`config.mk`:
```
export PLATFORM = sky130hd
export DESIGN_NAME = reader_com_mem_flat
export DESIGN_NICKNAME = d
export VERILOG_FILES = /design/src/rtl/reader_com_mem_if.sv /design/src/rtl/reader_com_mem.sv /design/src/flat_wrapper.sv
export SDC_FILE = /design/constraint.sdc
export NUM_CORES = 1
export LEC_CHECK = 0
export CAP_MARGIN = 20
export CORE_AREA = 5 5 431 433
export DETAILED_ROUTE_END_ITERATION = 16
export DIE_AREA = 0 0 436 438
export SYNTH_ARGS = -nofsm -noshare
export SYNTH_HDL_FRONTEND = slang
export SYNTH_SLANG_ARGS = --single-unit
```
`constraint.sdc`:
```
create_clock -name CLK -period 11.4 [get_ports CLK]
set_input_delay 1.71 -clock CLK [delete_from_list [all_inputs] [get_ports CLK]]
set_output_delay 1.71 -clock CLK [all_outputs]
set_load 0.01 [all_outputs]
```
`src/rtl/reader_com_mem_if.sv`:
```
`default_nettype none
// ============================================================================
// Module   : reader_com_mem_if
// Purpose  : Command hand-off bundle from the command-memory reader to the
//            synthesizer sequencer (valid/ready plus unpacked record fields).
// Revision : 1.0 - initial release
// ============================================================================
interface reader_com_mem_if #(
  parameter int AW = 8
);
  logic          out_valid;
  logic          out_ready;
  logic [47:0]   FREQ;
  logic [47:0]   FREQ_STEP;
  logic [31:0]   FREQ_RATE;
  logic [63:0]   TIME_START;
  logic [15:0]   N_impulse;
  logic [1:0]    TYPE_impulse;
  logic [31:0]   Interval_Ti;
  logic [31:0]   Interval_Tp;
  logic [31:0]   Tblank1;
  logic [31:0]   Tblank2;
  logic [AW-1:0] slot_idx;

  // Reader side: drives the command, receives the accept
  modport master (
    output out_valid, FREQ, FREQ_STEP, FREQ_RATE, TIME_START, N_impulse,
           TYPE_impulse, Interval_Ti, Interval_Tp, Tblank1, Tblank2, slot_idx,
    input  out_ready
  );

  // Sequencer side: consumes the command, returns the accept
  modport slave (
    input  out_valid, FREQ, FREQ_STEP, FREQ_RATE, TIME_START, N_impulse,
           TYPE_impulse, Interval_Ti, Interval_Tp, Tblank1, Tblank2, slot_idx,
    output out_ready
  );
endinterface
`default_nettype wire

```
`src/rtl/reader_com_mem.sv`:
```
`default_nettype none
// ============================================================================
// Module   : reader_com_mem
// Purpose  : Scans the command register memory slot by slot, presents every
//            record whose start time has been reached, then invalidates it.
// Revision : 1.0 - initial release
// ============================================================================
module reader_com_mem #(
  parameter int N_IDX  = 256,
  parameter int AW     = 8,
  parameter int DW     = 338,
  parameter int RD_LAT = 2
) (
  input  wire logic          CLK,
  input  wire logic          rst,
  input  wire logic          EN,
  input  wire logic [63:0]   TIME_NOW,
  output logic      [AW-1:0] rd_addr,
  output logic               rd_en,
  input  wire logic [DW-1:0] rd_q,
  output logic      [AW-1:0] clr_addr,
  output logic               clr_wr,
  output logic      [DW-1:0] clr_data,
  output logic               busy,
  reader_com_mem_if.master   cmd
);

  localparam logic [2:0] IDLE  = 3'd0;
  localparam logic [2:0] READ  = 3'd1;
  localparam logic [2:0] WAIT  = 3'd2;
  localparam logic [2:0] CHECK = 3'd3;
  localparam logic [2:0] EMIT  = 3'd4;
  localparam logic [2:0] CLEAR = 3'd5;
  localparam logic [2:0] NEXT  = 3'd6;

  // WAIT covers RD_LAT-1 cycles so that CHECK lands on the first valid rd_q
  localparam int            WAIT_CYC  = (RD_LAT > 1) ? RD_LAT - 1 : 1;
  localparam int            CW        = (WAIT_CYC > 1) ? $clog2(WAIT_CYC) : 1;
  localparam logic [CW-1:0] WAIT_LAST = CW'(WAIT_CYC - 1);
  localparam logic [63:0]   EMPTY_T   = 64'hFFFF_FFFF_FFFF_FFFF;

  logic [2:0]    state;
  logic [AW-1:0] ptr;
  logic [CW-1:0] wait_cnt;
  logic [63:0]   rec_time;
  logic          due;

  // Empty slots carry an all-ones start time; a late record is still due
  assign rec_time = rd_q[DW-1:DW-64];
  assign due      = (rec_time != EMPTY_T) && (rec_time <= TIME_NOW);

  assign rd_addr       = ptr;
  assign rd_en         = (state == READ);
  assign clr_addr      = cmd.slot_idx;
  assign clr_wr        = (state == CLEAR);
  assign clr_data      = {EMPTY_T, {(DW-64){1'b0}}};
  assign busy          = (state != IDLE);
  assign cmd.out_valid = (state == EMIT);

  // Scan sequencer: one slot in flight, pointer advances only in NEXT
  always_ff @(posedge CLK or posedge rst) begin
    if (rst) begin
      state    <= IDLE;
      ptr      <= '0;
      wait_cnt <= '0;
    end else begin
      case (state)
        IDLE:  if (EN) state <= READ;
        READ: begin
          wait_cnt <= '0;
          state    <= (RD_LAT > 1) ? WAIT : CHECK;
        end
        WAIT: begin
          if (wait_cnt == WAIT_LAST) state <= CHECK;
          else                       wait_cnt <= wait_cnt + 1'b1;
        end
        CHECK: state <= due ? EMIT : NEXT;
        EMIT:  if (cmd.out_ready) state <= CLEAR;
        CLEAR: state <= NEXT;
        NEXT: begin
          ptr   <= (ptr == AW'(N_IDX - 1)) ? '0 : ptr + 1'b1;
          state <= EN ? READ : IDLE;
        end
        default: state <= IDLE;
      endcase
    end
  end

  // Field capture: loaded only when a due record is found, frozen through EMIT
  always_ff @(posedge CLK or posedge rst) begin
    if (rst) begin
      cmd.TIME_START   <= '0;
      cmd.FREQ         <= '0;
      cmd.FREQ_STEP    <= '0;
      cmd.FREQ_RATE    <= '0;
      cmd.N_impulse    <= '0;
      cmd.TYPE_impulse <= '0;
      cmd.Interval_Ti  <= '0;
      cmd.Interval_Tp  <= '0;
      cmd.Tblank1      <= '0;
      cmd.Tblank2      <= '0;
      cmd.slot_idx     <= '0;
    end else if (state == CHECK && due) begin
      cmd.TIME_START   <= rd_q[337:274];
      cmd.FREQ         <= rd_q[273:226];
      cmd.FREQ_STEP    <= rd_q[225:178];
      cmd.FREQ_RATE    <= rd_q[177:146];
      cmd.N_impulse    <= rd_q[145:130];
      cmd.TYPE_impulse <= rd_q[129:128];
      cmd.Interval_Ti  <= rd_q[127:96];
      cmd.Interval_Tp  <= rd_q[95:64];
      cmd.Tblank1      <= rd_q[63:32];
      cmd.Tblank2      <= rd_q[31:0];
      cmd.slot_idx     <= ptr;
    end
  end

endmodule
`default_nettype wire

```
`src/flat_wrapper.sv`:
```
// flat-port wrapper written by rule: the top's interface ports become plain ports
module reader_com_mem_flat 
#(
  parameter int N_IDX  = 256,
  parameter int AW     = 8,
  parameter int DW     = 338,
  parameter int RD_LAT = 2
)
  (CLK, rst, EN, TIME_NOW, rd_addr, rd_en, rd_q, clr_addr, clr_wr, clr_data, busy, cmd_out_valid, cmd_FREQ, cmd_FREQ_STEP, cmd_FREQ_RATE, cmd_TIME_START, cmd_N_impulse, cmd_TYPE_impulse, cmd_Interval_Ti, cmd_Interval_Tp, cmd_Tblank1, cmd_Tblank2, cmd_slot_idx, cmd_out_ready);
  reader_com_mem_if #(.AW(AW)) cmd_i ();
  input  wire logic CLK;
  input  wire logic rst;
  input  wire logic EN;
  input  wire logic [63:0] TIME_NOW;
  output logic      [AW-1:0] rd_addr;
  output logic rd_en;
  input  wire logic [DW-1:0] rd_q;
  output logic      [AW-1:0] clr_addr;
  output logic clr_wr;
  output logic      [DW-1:0] clr_data;
  output logic busy;
  output wire logic [$bits(cmd_i.out_valid)-1:0] cmd_out_valid;
  output wire logic [$bits(cmd_i.FREQ)-1:0] cmd_FREQ;
  output wire logic [$bits(cmd_i.FREQ_STEP)-1:0] cmd_FREQ_STEP;
  output wire logic [$bits(cmd_i.FREQ_RATE)-1:0] cmd_FREQ_RATE;
  output wire logic [$bits(cmd_i.TIME_START)-1:0] cmd_TIME_START;
  output wire logic [$bits(cmd_i.N_impulse)-1:0] cmd_N_impulse;
  output wire logic [$bits(cmd_i.TYPE_impulse)-1:0] cmd_TYPE_impulse;
  output wire logic [$bits(cmd_i.Interval_Ti)-1:0] cmd_Interval_Ti;
  output wire logic [$bits(cmd_i.Interval_Tp)-1:0] cmd_Interval_Tp;
  output wire logic [$bits(cmd_i.Tblank1)-1:0] cmd_Tblank1;
  output wire logic [$bits(cmd_i.Tblank2)-1:0] cmd_Tblank2;
  output wire logic [$bits(cmd_i.slot_idx)-1:0] cmd_slot_idx;
  input wire logic [$bits(cmd_i.out_ready)-1:0] cmd_out_ready;
  assign cmd_out_valid = cmd_i.out_valid;
  assign cmd_FREQ = cmd_i.FREQ;
  assign cmd_FREQ_STEP = cmd_i.FREQ_STEP;
  assign cmd_FREQ_RATE = cmd_i.FREQ_RATE;
  assign cmd_TIME_START = cmd_i.TIME_START;
  assign cmd_N_impulse = cmd_i.N_impulse;
  assign cmd_TYPE_impulse = cmd_i.TYPE_impulse;
  assign cmd_Interval_Ti = cmd_i.Interval_Ti;
  assign cmd_Interval_Tp = cmd_i.Interval_Tp;
  assign cmd_Tblank1 = cmd_i.Tblank1;
  assign cmd_Tblank2 = cmd_i.Tblank2;
  assign cmd_slot_idx = cmd_i.slot_idx;
  assign cmd_i.out_ready = cmd_out_ready;
  reader_com_mem #(.N_IDX(N_IDX), .AW(AW), .DW(DW), .RD_LAT(RD_LAT)) u_core (.CLK(CLK), .rst(rst), .EN(EN), .TIME_NOW(TIME_NOW), .rd_addr(rd_addr), .rd_en(rd_en), .rd_q(rd_q), .clr_addr(clr_addr), .clr_wr(clr_wr), .clr_data(clr_data), .busy(busy), .cmd(cmd_i));
endmodule
```
After elaboration in Yosys (flattened, before gate mapping)

Cells that the tools add are included.

Output and inout bits: 704
Bits in registers: 358
Logic and storage cells: 43
Input port bits: 406

Order comparisons: 1
Reductions and logical operators: 6
$add $sub $neg: 2
Eq/ne operators: 11
Mux-type cells: 9

Operators with widths:

| kind                   | count |
|---|---|
| $le A64 B64 Y1         | 1 |
| $ne A64 B64 Y1 const B | 1 |
| $pmux W3 S7            | 1 |
| $eq A3 B3 Y1 const B   | 3 |
| $mux W3                | 3 |
| $add A8 B1 Y8 const B  | 1 |
| $eq A8 B8 Y1 const B   | 1 |
| $mux W8                | 1 |
| $eq A3 B2 Y1 const B   | 2 |
| $ne A2 B2 Y1 const B   | 2 |
| $eq A3 B1 Y1 const B   | 1 |
| $logic_not A3 Y1       | 1 |
| $reduce_and A3 Y1      | 1 |
| $reduce_bool A3 Y1     | 1 |
| $logic_and A1 B1 Y1    | 2 |
| $mux W1                | 2 |
| $mux W2                | 1 |
| $ne A2 B1 Y1 const B   | 1 |
| $pmux W1 S2            | 1 |
| $reduce_bool A2 Y1     | 1 |
| $add A1 B1 Y1 const B  | 1 |

Longest topological paths before layout

Gate-level depths: netlist of run 1.

Depth in word-level cells: 4
Depth in mapped cells: 11
Mapped depth without buffers: 9

Worst setup path before layout of run 1

No wires, ideal clock.

Path kind: input port to flip-flop
From: input TIME_NOW[45]
To: register u_core.cmd.slot_idx, in the netlist u_core.clr_addr[0]
Setup time: 0.125 ns
Required time: 11.275 ns
Buffers on the path: 2
Stages: 11
Arrival time: 4.060 ns
Setup slack: 7.215 ns
Cell sequence: inv_1 ha_1 a21o_1 a21o_1 a221o_1 a311oi_1 o2111ai_1 a21oi_4 buf_12 buf_12 mux2_4

Word-level cells in the longest chain between the ends: 3

RTL lines:

| what                 | line                    | text |
|---|---|---|
| start, declared      | flat_wrapper.sv:14      | `input wire logic [63:0] TIME_NOW;` |
| $le A64 B64 Y1       | reader_com_mem.sv:50    | `assign due = (rec_time != EMPTY_T) && (rec_time <= TIME_NOW);` |
| $logic_and A1 B1 Y1  | reader_com_mem.sv:50    |  |
| $logic_and A1 B1 Y1  | reader_com_mem.sv:103   | `end else if (state == CHECK && due) begin` |
| end signal, assigned | reader_com_mem.sv:114   | `cmd.slot_idx <= ptr;` |
| end, declared        | reader_com_mem_if.sv:28 | `TYPE_impulse, Interval_Ti, Interval_Tp, Tblank1, Tblank2, slot_idx,` |

Every way passes these cells.
A chain may end at the register's enable or synchronous reset.

Worst setup path in the final report of run 1

From: input rd_q[283]
To: register u_core.cmd.FREQ_STEP[35]

Word-level cells in the longest chain between the ends: 3
Elaborated cells on any way between the ends: 4
Those cells by class: order compare: 1; eq/ne: 1; reduce/logical: 2

RTL lines:

| what                                             | line                    | text |
|---|---|---|
| start, declared                                  | flat_wrapper.sv:17      | `input wire logic [DW-1:0] rd_q;` |
| $le A64 B64 Y1 or $ne A64 B64 Y1 (tied branches) | reader_com_mem.sv:50    |  |
| $logic_and A1 B1 Y1 *                            | reader_com_mem.sv:50    |  |
| $logic_and A1 B1 Y1 *                            | reader_com_mem.sv:103   |  |
| end signal, assigned                             | reader_com_mem.sv:106   | `cmd.FREQ_STEP <= rd_q[225:178];` |
| end, declared                                    | reader_com_mem_if.sv:27 | `output out_valid, FREQ, FREQ_STEP, FREQ_RATE, TIME_START, N_impulse,` |

Every way passes the cells marked *; elsewhere a longest branch is shown, timed or not.

==> results.md, run 1 <==
Routing:
- The number of vias after detailed routing is 13331.
- Once detail routing completed, the nets flagged for antenna violations numbered 0.
- For this block, the routed nets add up to 112000 µm of wire.
- The vias per cell is 2.88.
- For this run, design rule violations remaining after detail routing come to 0.
- The first-iteration detailed-routing DRC count is 660.
- The number of detailed-routing iterations run before antenna repair is 4.
- In the final routed layout, each cell accounts on average for 24.3 µm.

Synthesis:
- The average cell area after synthesis is 14.0 µm².
- The netlist area before placement is 0.0193 mm².
- Summing the areas of all compound-gate instances in the mapped netlist gives 1.85% of the synthesized area.
- Of the total synthesized cell area, the portion taken by AND, OR, NAND and NOR gates is 2.60%.
- The largest area contributor in the netlist is sky130_fd_sc_hd__dfrtp_1.
- By area the synthesized netlist is led by sky130_fd_sc_hd__dfrtp_1, sky130_fd_sc_hd__mux2_4, sky130_fd_sc_hd__buf_4, sky130_fd_sc_hd__ha_1, sky130_fd_sc_hd__buf_12.
- The sequential area share after synthesis is 46.2%.
- The synthesized design contains 357 register bits.
- The count of flip-flops with a built-in enable after synthesis is 0.
- Counting distinct cell types in the post-synthesis netlist gives 46.
- In the synthesized netlist the dominant register cell turns out to be sky130_fd_sc_hd__dfrtp_1.
- After synthesis, the largest family of logic cells by area is multiplexers.
- After Yosys synthesis, XOR and XNOR cells account for 0.272% of the synthesized area.
- The share of the synthesized area in the top cell type is 46.2%.
- The number of cells produced by synthesis is 1383.
- The Yosys step of the flow raised 0 warnings.
- The synthesized netlist devotes 4.21% of its cell area to adder and majority cells.
- The portion of netlist area occupied by mux cells is 26.2%.
- The share of flip-flops with an asynchronous set or reset is 100%.

STA:
- Setup violations remaining at the end of the flow were counted as 0.
- The final critical path time including I/O delays and setup is 5.86 ns.
- Setup repair after global routing left no endpoint under its margin.
- The worst relative slew slack is 14.8%.
- The worst slack on hold paths is 0.487 ns.
- The final setup slack of the worst path is 5.54 ns.
- The number of pins exceeding their max-slew limit in the final report is 0.
- The post-route clock skew is 0.0242 ns.
- The achievable frequency is 171 MHz.
- The post-route setup TNS is 0 ns.
- The final hold violation count came to 0.
- At the pin with the least slew margin, the transition time is 1.28 ns.
- After layout, the worst path uses 51.4% of the clock period.

Setup path:
- The critical path's most frequent cell is sky130_fd_sc_hd__buf_12.
- STA puts the critical path data required time at 11.93 ns.
- Walking the worst path, the cells encountered are clkdlybuf4s50_1, ha_1, nand4_1, or4_1, nor2_1, nand3_1, a21oi_4, buf_12, buf_12, mux2_1.
- The startpoint class of the critical path is an input pin.
- The worst setup path is captured at a flop.
- The startpoint of the worst-slack reg-to-reg timing path is u_core.state[0].
- The slowest stage of the critical path belongs to the cell sky130_fd_sc_hd__buf_12.
- Tracing the worst setup path back leads to its startpoint at rd_q[283].
- The sum of buffers and inverters on the critical path is 3.
- The data arrival time of the critical path is 6.39 ns.
- Along the worst path, the maximum fanout reaches 108.
- The critical path's largest stage delay is 0.63 ns.
- The dominant delay contributor by cell family on the critical path is buffers and inverters.
- The category of the most critical setup path is in -> reg.

Clock network:
- The buffer depth of the longest clock path is 3.
- After clock tree synthesis, the repair step resized 0 gates.
- For the worst-skew pair, the clock arrives at the later sink with an insertion delay of 0.65 ns.
- The clock root buffer master is sky130_fd_sc_hd__clkbuf_16.
- The TritonCTS sink count is 357.
- The count of hold-fix buffers inserted at cts is 0.
- The H-tree generated during clock tree synthesis spans 2 levels.
- The number of clock buffers added by TritonCTS is 52.
- The setup fix buffers added after clock tree synthesis is 0.
- TritonCTS built the clock tree.
- The CTS clock-pin slew for the worst setup and hold paths is 0.05 ns.

Place:
- The worst slack at placement is 4.69 ns.
- The count of input and output buffers is 771.
- The half-perimeter wire length after detailed placement is 96100 µm.
- At the end of routability-driven placement, the weighted congestion stood at 0.893.

Final layout:
- The share of the core filled with cells in the final layout is 16.5%.
- Registers take 0.00893 mm².
- The number of filler cells placed in the layout is 19900.
- The commonest non-fill, non-tap cell in the layout is sky130_fd_sc_hd__clkdlybuf4s50_1.
- From synthesis to final layout, the design area changed by 55.5%.
- The layout net count is 2641.
- The post-route netlist has 18.8% of its cells at a drive strength greater than 1.
- In the layout the commonest cells are sky130_fd_sc_hd__clkdlybuf4s50_1, sky130_fd_sc_hd__dfrtp_1, sky130_fd_sc_hd__conb_1.
- Summing all multi-input logic gate instances after layout gives 0.00806 mm².

Power and ir drop:
- The power density normalized to cell area is 258 mW/mm².
- The static leakage is 12.8 nW.
- Across the VDD grid, the largest voltage drop is 0.112 mV.

Floorplanning:
- The effective utilization at floorplan is 10.6%.
- The top-level port count is 1110.
- The floorplan step defined a die boundary enclosing 0.191 mm².
- The die outline height is 438 µm.
- The horizontal extent of the die is 436 µm.
- The floorplan has 157 rows.
- The core area is 0.182 mm².

Hold path:
- The critical hold path startpoint is u_core.cmd.FREQ_STEP[39].
- The class of the most critical hold timing path is reg -> reg.

GRT:
- The number of global-route vias before repair is 13137.
- The largest net degree at the start of global routing is 125.
- After global routing the overflow that remains totals 0.
- The initial antenna violation count was 166.
- The global-route wire length before repair is 140000 µm.
- The combined global-route utilization of all metal layers is 11.2%.

Run:
- The tool flagged a number of max-cap violations equal to 0.

Status:
- The run finished with clean final reports.
metal layers:
metal / global-route usage (%) / routed length, µm
met1: 12.7 / 41700
met2: 17.2 / 50200
met3: 6.79 / 15200
met4: 3.97 / 4430
met5: 0 / 630
worst reg2reg max path, stage by stage, from the launching register on:
cell and delay [ns]:
sky130_fd_sc_hd__dfrtp_1 0.41, sky130_fd_sc_hd__inv_1 0.14, sky130_fd_sc_hd__a41oi_1 0.22, sky130_fd_sc_hd__nor3b_1 0.20, sky130_fd_sc_hd__o2111ai_1 0.25, sky130_fd_sc_hd__a21oi_4 0.44
sky130_fd_sc_hd__buf_12 0.43, sky130_fd_sc_hd__buf_12 0.74, sky130_fd_sc_hd__mux2_1 0.53
logic make-up (layout without fill, tap and decap cells):
| logic type | count (synthesis) | count (layout) |
|---|---|---|
| compound gates | 56 | 56 |
| simple gates | 93 | 93 |
| other cells | 2 | 363 |
| xor+xnor | 6 | 6 |
| flops | 357 | 357 |
| buf+inv | 455 | 949 |
| mux | 349 | 349 |
| fa+ha+maj | 65 | 65 |
sequential cells by signal, indices dropped and copies added (netlist names):
name                     count
u_core.cmd.Interval_Tp      32
u_core.cmd.Tblank2          32
u_core.clr_addr              8
u_core.cmd.N_impulse        16
u_core.cmd.FREQ             48
u_core.state                 3
u_core.cmd.Interval_Ti      32
u_core.cmd.Tblank1          32
u_core.cmd.TYPE_impulse      2
u_core.rd_addr               8
u_core.cmd.FREQ_STEP        48
u_core.cmd.FREQ_RATE        32
u_core.cmd.TIME_START       64
per-stage QoR:
step	total power [W]	instances	cell area, µm²
global route	0.00816	4603	30000
detailed placement	0.00607	4501	28100
finish	0.00776	4623	30000
floorplan	0.00411	1719	20600
CTS	0.00796	4598	30000
global placement	0.00604	4500	28100
synthesized netlist by cell type, types with 4 or more instances:
| cell | number |
|---|---|
| sky130_fd_sc_hd__a21oi_1 | 26 |
| sky130_fd_sc_hd__and4_1 | 4 |
| sky130_fd_sc_hd__buf_12 | 33 |
| sky130_fd_sc_hd__buf_4 | 346 |
| sky130_fd_sc_hd__buf_8 | 4 |
| sky130_fd_sc_hd__dfrtp_1 | 357 |
| sky130_fd_sc_hd__ha_1 | 65 |
| sky130_fd_sc_hd__inv_1 | 69 |
| sky130_fd_sc_hd__mux2_1 | 40 |
| sky130_fd_sc_hd__mux2_2 | 7 |
| sky130_fd_sc_hd__mux2_4 | 300 |
| sky130_fd_sc_hd__nand2_1 | 21 |
| sky130_fd_sc_hd__nand3_1 | 8 |
| sky130_fd_sc_hd__nand4_1 | 29 |
| sky130_fd_sc_hd__nor2_1 | 10 |
| sky130_fd_sc_hd__nor3_1 | 4 |
| sky130_fd_sc_hd__nor4_1 | 6 |
| sky130_fd_sc_hd__o21ai_0 | 10 |
power by group:
group          total, W  leakage, nW  internal, W  switching [W]
registers       0.00237         4.28      0.00191       0.000460
clock network   0.00178        0.908      0.00106       0.000718
logic           0.00361         7.58      0.00217        0.00144
path summary, 6_finish.rpt:
path	endpoint	slack, ns	depth (start not counted)
worst max register to register	u_core.cmd.FREQ_STEP[35]	7.92	8
worst max-delay path	u_core.cmd.FREQ_STEP[35]	5.54	10
worst min-delay path	u_core.cmd.FREQ_STEP[39]	0.49	1
worst min register to register	u_core.cmd.FREQ_STEP[39]	0.49	1
max in group asynchronous	u_core.cmd.TIME_START[46]	8.14	4
min in group asynchronous	u_core.cmd.Tblank2[10]	1.47	2
area by class of cell:
cell class | instances | area share (%)
Multi-Input combinational cell | 907 | 26.8
Timing Repair Buffer | 783 | 26.2
Tap cell | 2385 | 9.94
Inverter | 69 | 0.875
Sequential cell | 357 | 29.7
Antenna cell | 25 | 0.208
Clock inverter | 26 | 1.10
Clock buffer | 71 | 5.10
Power figures use the tool's default switching activity.
==> inputs of run 2 (changes only) <==
Settings changed: CORE_AREA 5 5 431 433 to 5 5 433 435, DIE_AREA 0 0 436 438 to 0 0 438 440.
Clock period 11.4 ns to 6 ns, I/O delays scaled along.
==> results.md, run 2 (synthesis gave the netlist of run 1 again) <==
Floorplanning:
- The core area is 0.183 mm² (was 0.182 mm²).
- The top-level port count was 1110 (unchanged).
- The horizontal extent of the die is 438 µm (was 436 µm).
- The effective utilization at floorplan is 10.6% (about the same).
- The area enclosed by the die boundary came to 0.193 mm² (was 0.191 mm²).
- The die outline height is 440 µm (was 438 µm).
- The number of placement rows is 157 (unchanged).

Clock network:
- The CTS clock-pin slew for the worst setup and hold paths was 0.06 ns (was 0.05 ns).
- The count of hold-fix buffers inserted at cts was 0 (unchanged).
- The TritonCTS sink count came to 357 (unchanged).
- The setup fix buffers added after clock tree synthesis is 0 (unchanged).
- The clock root buffer master is sky130_fd_sc_hd__clkbuf_16 (unchanged).
- The post-cts repair resize count came to 0 (unchanged).
- The clock tree from TritonCTS is yes (unchanged).
- The buffer depth of the longest clock path is 3 (unchanged).
- The insertion delay to the later sink of the worst-skew pair came to 0.69 ns (was 0.65 ns).
- The total clock buffers created by CTS is 50 (was 52).
- The H-tree level count is 2 (unchanged).

Setup path:
- The category of the most critical setup path is in -> reg (unchanged).
- The critical path's largest stage delay is 0.73 ns (was 0.63 ns).
- The worst reg2reg path depth is 8 (unchanged).
- The sum of buffers and inverters on the critical path is 3 (unchanged).
- The critical path's most frequent cell is sky130_fd_sc_hd__buf_12 (unchanged).
- The dominant delay contributor by cell family on the critical path is compound AO/OA/AOI/OAI gates (was buffers and inverters).
- The type of element capturing the critical path is a flop (unchanged).
- The largest fanout on the critical path was 64 (was 108).
- The worst-case register-to-register setup slack is 2.76 ns (was 7.92 ns).
- The cell at the slowest stage of the critical path is sky130_fd_sc_hd__clkdlybuf4s50_1 (was sky130_fd_sc_hd__buf_12).
- The critical path data required time came to 6.54 ns (was 11.93 ns).
- The startpoint of the worst-slack reg-to-reg timing path was u_core.state[0] (unchanged).
- The startpoint class of the critical path is an input pin (unchanged).
- The end of the worst register-to-register path was u_core.cmd.FREQ_STEP[21] (was u_core.cmd.FREQ_STEP[35]).
- The critical path endpoint is u_core.cmd.FREQ_STEP[21] (was u_core.cmd.FREQ_STEP[35]).
- Cell-by-cell trace of the critical path: clkdlybuf4s50_1, ha_1, a21oi_1, o21ai_0, o2bb2ai_1, o41ai_2, o2111ai_1, a21oi_4, buf_12, buf_12, mux2_1 (was clkdlybuf4s50_1, ha_1, nand4_1, or4_1, nor2_1, nand3_1, a21oi_4, buf_12, buf_12, mux2_1).
- The launching element of the worst setup path is rd_q[281] (was rd_q[283]).
- The data arrival time of the critical path is 4.76 ns (was 6.39 ns).
- The total stage count of the critical path came to 11 (was 10).

Power and ir drop:
- The power density normalized to cell area came to 481 mW/mm² (was 258 mW/mm²).
- The static leakage is 12.9 nW (was 12.8 nW).
- The total power consumption of the routed design was 0.0145 W (was 0.00776 W).
- The worst supply voltage drop on vdd is 0.268 mV (was 0.112 mV).

Final layout:
- The number of filler cells placed in the layout is 20183 (was 19900).
- The layout overhead on the synthesized area is 56.5% (was 55.5%).
- The cell area after layout came to 0.0302 mm² (was 0.0300 mm²).
- The share of the core filled with cells in the final layout is 16.5% (about the same).
- The register with the most flip-flops is u_core.cmd.TIME_START (unchanged).
- Largest registers in the final layout: u_core.cmd.TIME_START: 64 flops, u_core.cmd.FREQ: 48 flops, u_core.cmd.FREQ_STEP: 48 flops (unchanged).
- The number of flip-flops under the largest register name was 64 (unchanged).
- Top library cells by usage in the layout, fill and taps aside: sky130_fd_sc_hd__clkdlybuf4s50_1, sky130_fd_sc_hd__dfrtp_1, sky130_fd_sc_hd__conb_1 (unchanged).
- The fraction of final layout cells sized beyond drive strength 1 is 19.8% (was 18.8%).
- The area used by multi-input combinational logic came to 0.00806 mm² (about the same).
- The commonest non-fill, non-tap cell in the layout was sky130_fd_sc_hd__clkdlybuf4s50_1 (unchanged).
- The layout net count came to 2676 (was 2641).
- The area taken by flip-flops and latches was 0.00893 mm² (unchanged).

STA:
- Subtracting the final worst setup slack from the clock period gives 4.22 ns.
- The final hold violation count came to 0 (unchanged).
- The achievable frequency is 237 MHz.
- The post-route setup TNS is 0 ns (unchanged).
- Setup repair after global routing missed its margin: false (unchanged).
- The worst slack on hold paths is 0.484 ns (was 0.487 ns).
- The final-report setup violation count is 0 (unchanged).
- The slew at the pin with the worst max-slew slack is 0.891 ns (was 1.28 ns).
- The worst relative slew slack is 40.6% (was 14.8%).
- The post-route clock skew is 0.0502 ns (was 0.0242 ns).
- The number of pins exceeding their max-slew limit in the final report is 0 (unchanged).
- Of the available clock period, the critical path in the final layout requires 70.4%.

Routing:
- The first-iteration detailed-routing DRC count is 693 (was 660).
- The number of vias after detailed routing is 13297 (was 13331).
- The number of detailed-routing iterations run before antenna repair is 5 (was 4).
- The DRC violation count after routing is 0 (unchanged).
- The vias per cell is 2.86 (was 2.88).
- The post-route antenna net violation count is 0 (unchanged).
- The per-cell routed wire length is 24.0 µm (was 24.3 µm).
- The total detailed-routing wirelength was 112000 µm (about the same).

GRT:
- The initial antenna violation count is 137 (was 166).
- The largest net degree at the start of global routing was 146 (was 125).
- The remaining global-route overflow is 0 (unchanged).
- The number of global-route vias before repair is 13315 (was 13137).
- The combined global-route utilization of all metal layers is 10.9% (was 11.2%).
- The global-route wire length before repair is 138000 µm (was 140000 µm).

Hold path:
- The hold path depth is 1 (unchanged).
- The class of the most critical hold timing path is reg -> reg (unchanged).

Status:
- Result of the run: finished, final reports clean (unchanged).

Place:
- The placer's final routability congestion estimate came to 0.857 (was 0.893).
- The count of input and output buffers is 771 (unchanged).
- The half-perimeter wire length after detailed placement was 96400 µm (was 96100 µm).
- The placed cell area is 0.0284 mm² (was 0.0281 mm²).

Run:
- The max-capacitance violation count is 0 (unchanged).
[run 2: cell types whose count changed in the layout (fill, tap and decap cells not counted), moves of 2 or more]
cell / delta
sky130_fd_sc_hd__buf_12: +4
sky130_fd_sc_hd__buf_4: +33
sky130_fd_sc_hd__bufinv_16: -2
sky130_fd_sc_hd__clkbuf_1: +4
sky130_fd_sc_hd__clkbuf_16: -2
sky130_fd_sc_hd__clkbuf_8: -7
sky130_fd_sc_hd__clkinv_2: +2
sky130_fd_sc_hd__clkinv_4: -2
sky130_fd_sc_hd__diode_2: +2
sky130_fd_sc_hd__inv_8: +2
[run 2: how the worst min path moves through the flow]
| stage | from | to | slack, ns |
|---|---|---|---|
| final | u_core.cmd.FREQ_STEP[18] | u_core.cmd.FREQ_STEP[18] | 0.48 |
| after global routing | u_core.cmd.FREQ_STEP[18] | u_core.cmd.FREQ_STEP[18] | 0.51 |
| after CTS | u_core.cmd.FREQ_STEP[18] | u_core.cmd.FREQ_STEP[18] | 0.49 |
| after detailed placement | u_core.cmd.FREQ_STEP[7] | u_core.cmd.FREQ_STEP[7] | 0.48 |
| after global placement | u_core.cmd.FREQ_STEP[7] | u_core.cmd.FREQ_STEP[7] | 0.48 |
| after floorplan | u_core.state[0] | u_core.state[0] | 0.46 |
[run 2: routing by layer]
| metal | vias to the layer above | GRT usage, % | share of wire [%] |
|---|---|---|---|
| met5 | - | 0 | 0.45 |
| met4 | 78 | 5.27 | 4.3 |
| met3 | 241 | 5.65 | 12 |
| met2 | 772 | 16.9 | 46 |
| met1 | 6462 | 12.4 | 37 |
| li1 | 5744 | - | - |
[run 2: stage by stage]
stage | setup slack, ns | std cells
after floorplan | 0.316 | 1719
after global placement | 0.324 | 4537
after detailed placement | 0.962 | 4538
after CTS | 1.71 | 4630
after global routing | 1.61 | 4644
final | 1.78 | 4657
[run 2: cell type report]
class / count / area share (%)
diodes: 27 / 0.224
clock buffers: 66 / 4.64
clock inverters: 26 / 1.03
inverters: 69 / 0.869
multi-input cells: 907 / 26.7
flip-flops and latches: 357 / 29.6
well taps: 2385 / 9.87
repair buffers: 820 / 27.1
[run 2: report_power, final]
part / leakage [nW] / switching (W) / internal [W]
clock network: 0.835 / 0.00138 / 0.00180
logic: 7.77 / 0.00278 / 0.00414
registers: 4.28 / 0.000792 / 0.00363
[run 2: worst reg2reg max path, stage by stage (launching register included)]
cell and delay (ns):
sky130_fd_sc_hd__dfrtp_1 0.40, sky130_fd_sc_hd__inv_1 0.16, sky130_fd_sc_hd__a41oi_1 0.46, sky130_fd_sc_hd__nor3b_1 0.35, sky130_fd_sc_hd__o2111ai_1 0.32, sky130_fd_sc_hd__a21oi_4 0.34, sky130_fd_sc_hd__buf_12 0.21, sky130_fd_sc_hd__buf_12 0.34
sky130_fd_sc_hd__mux2_1 0.50
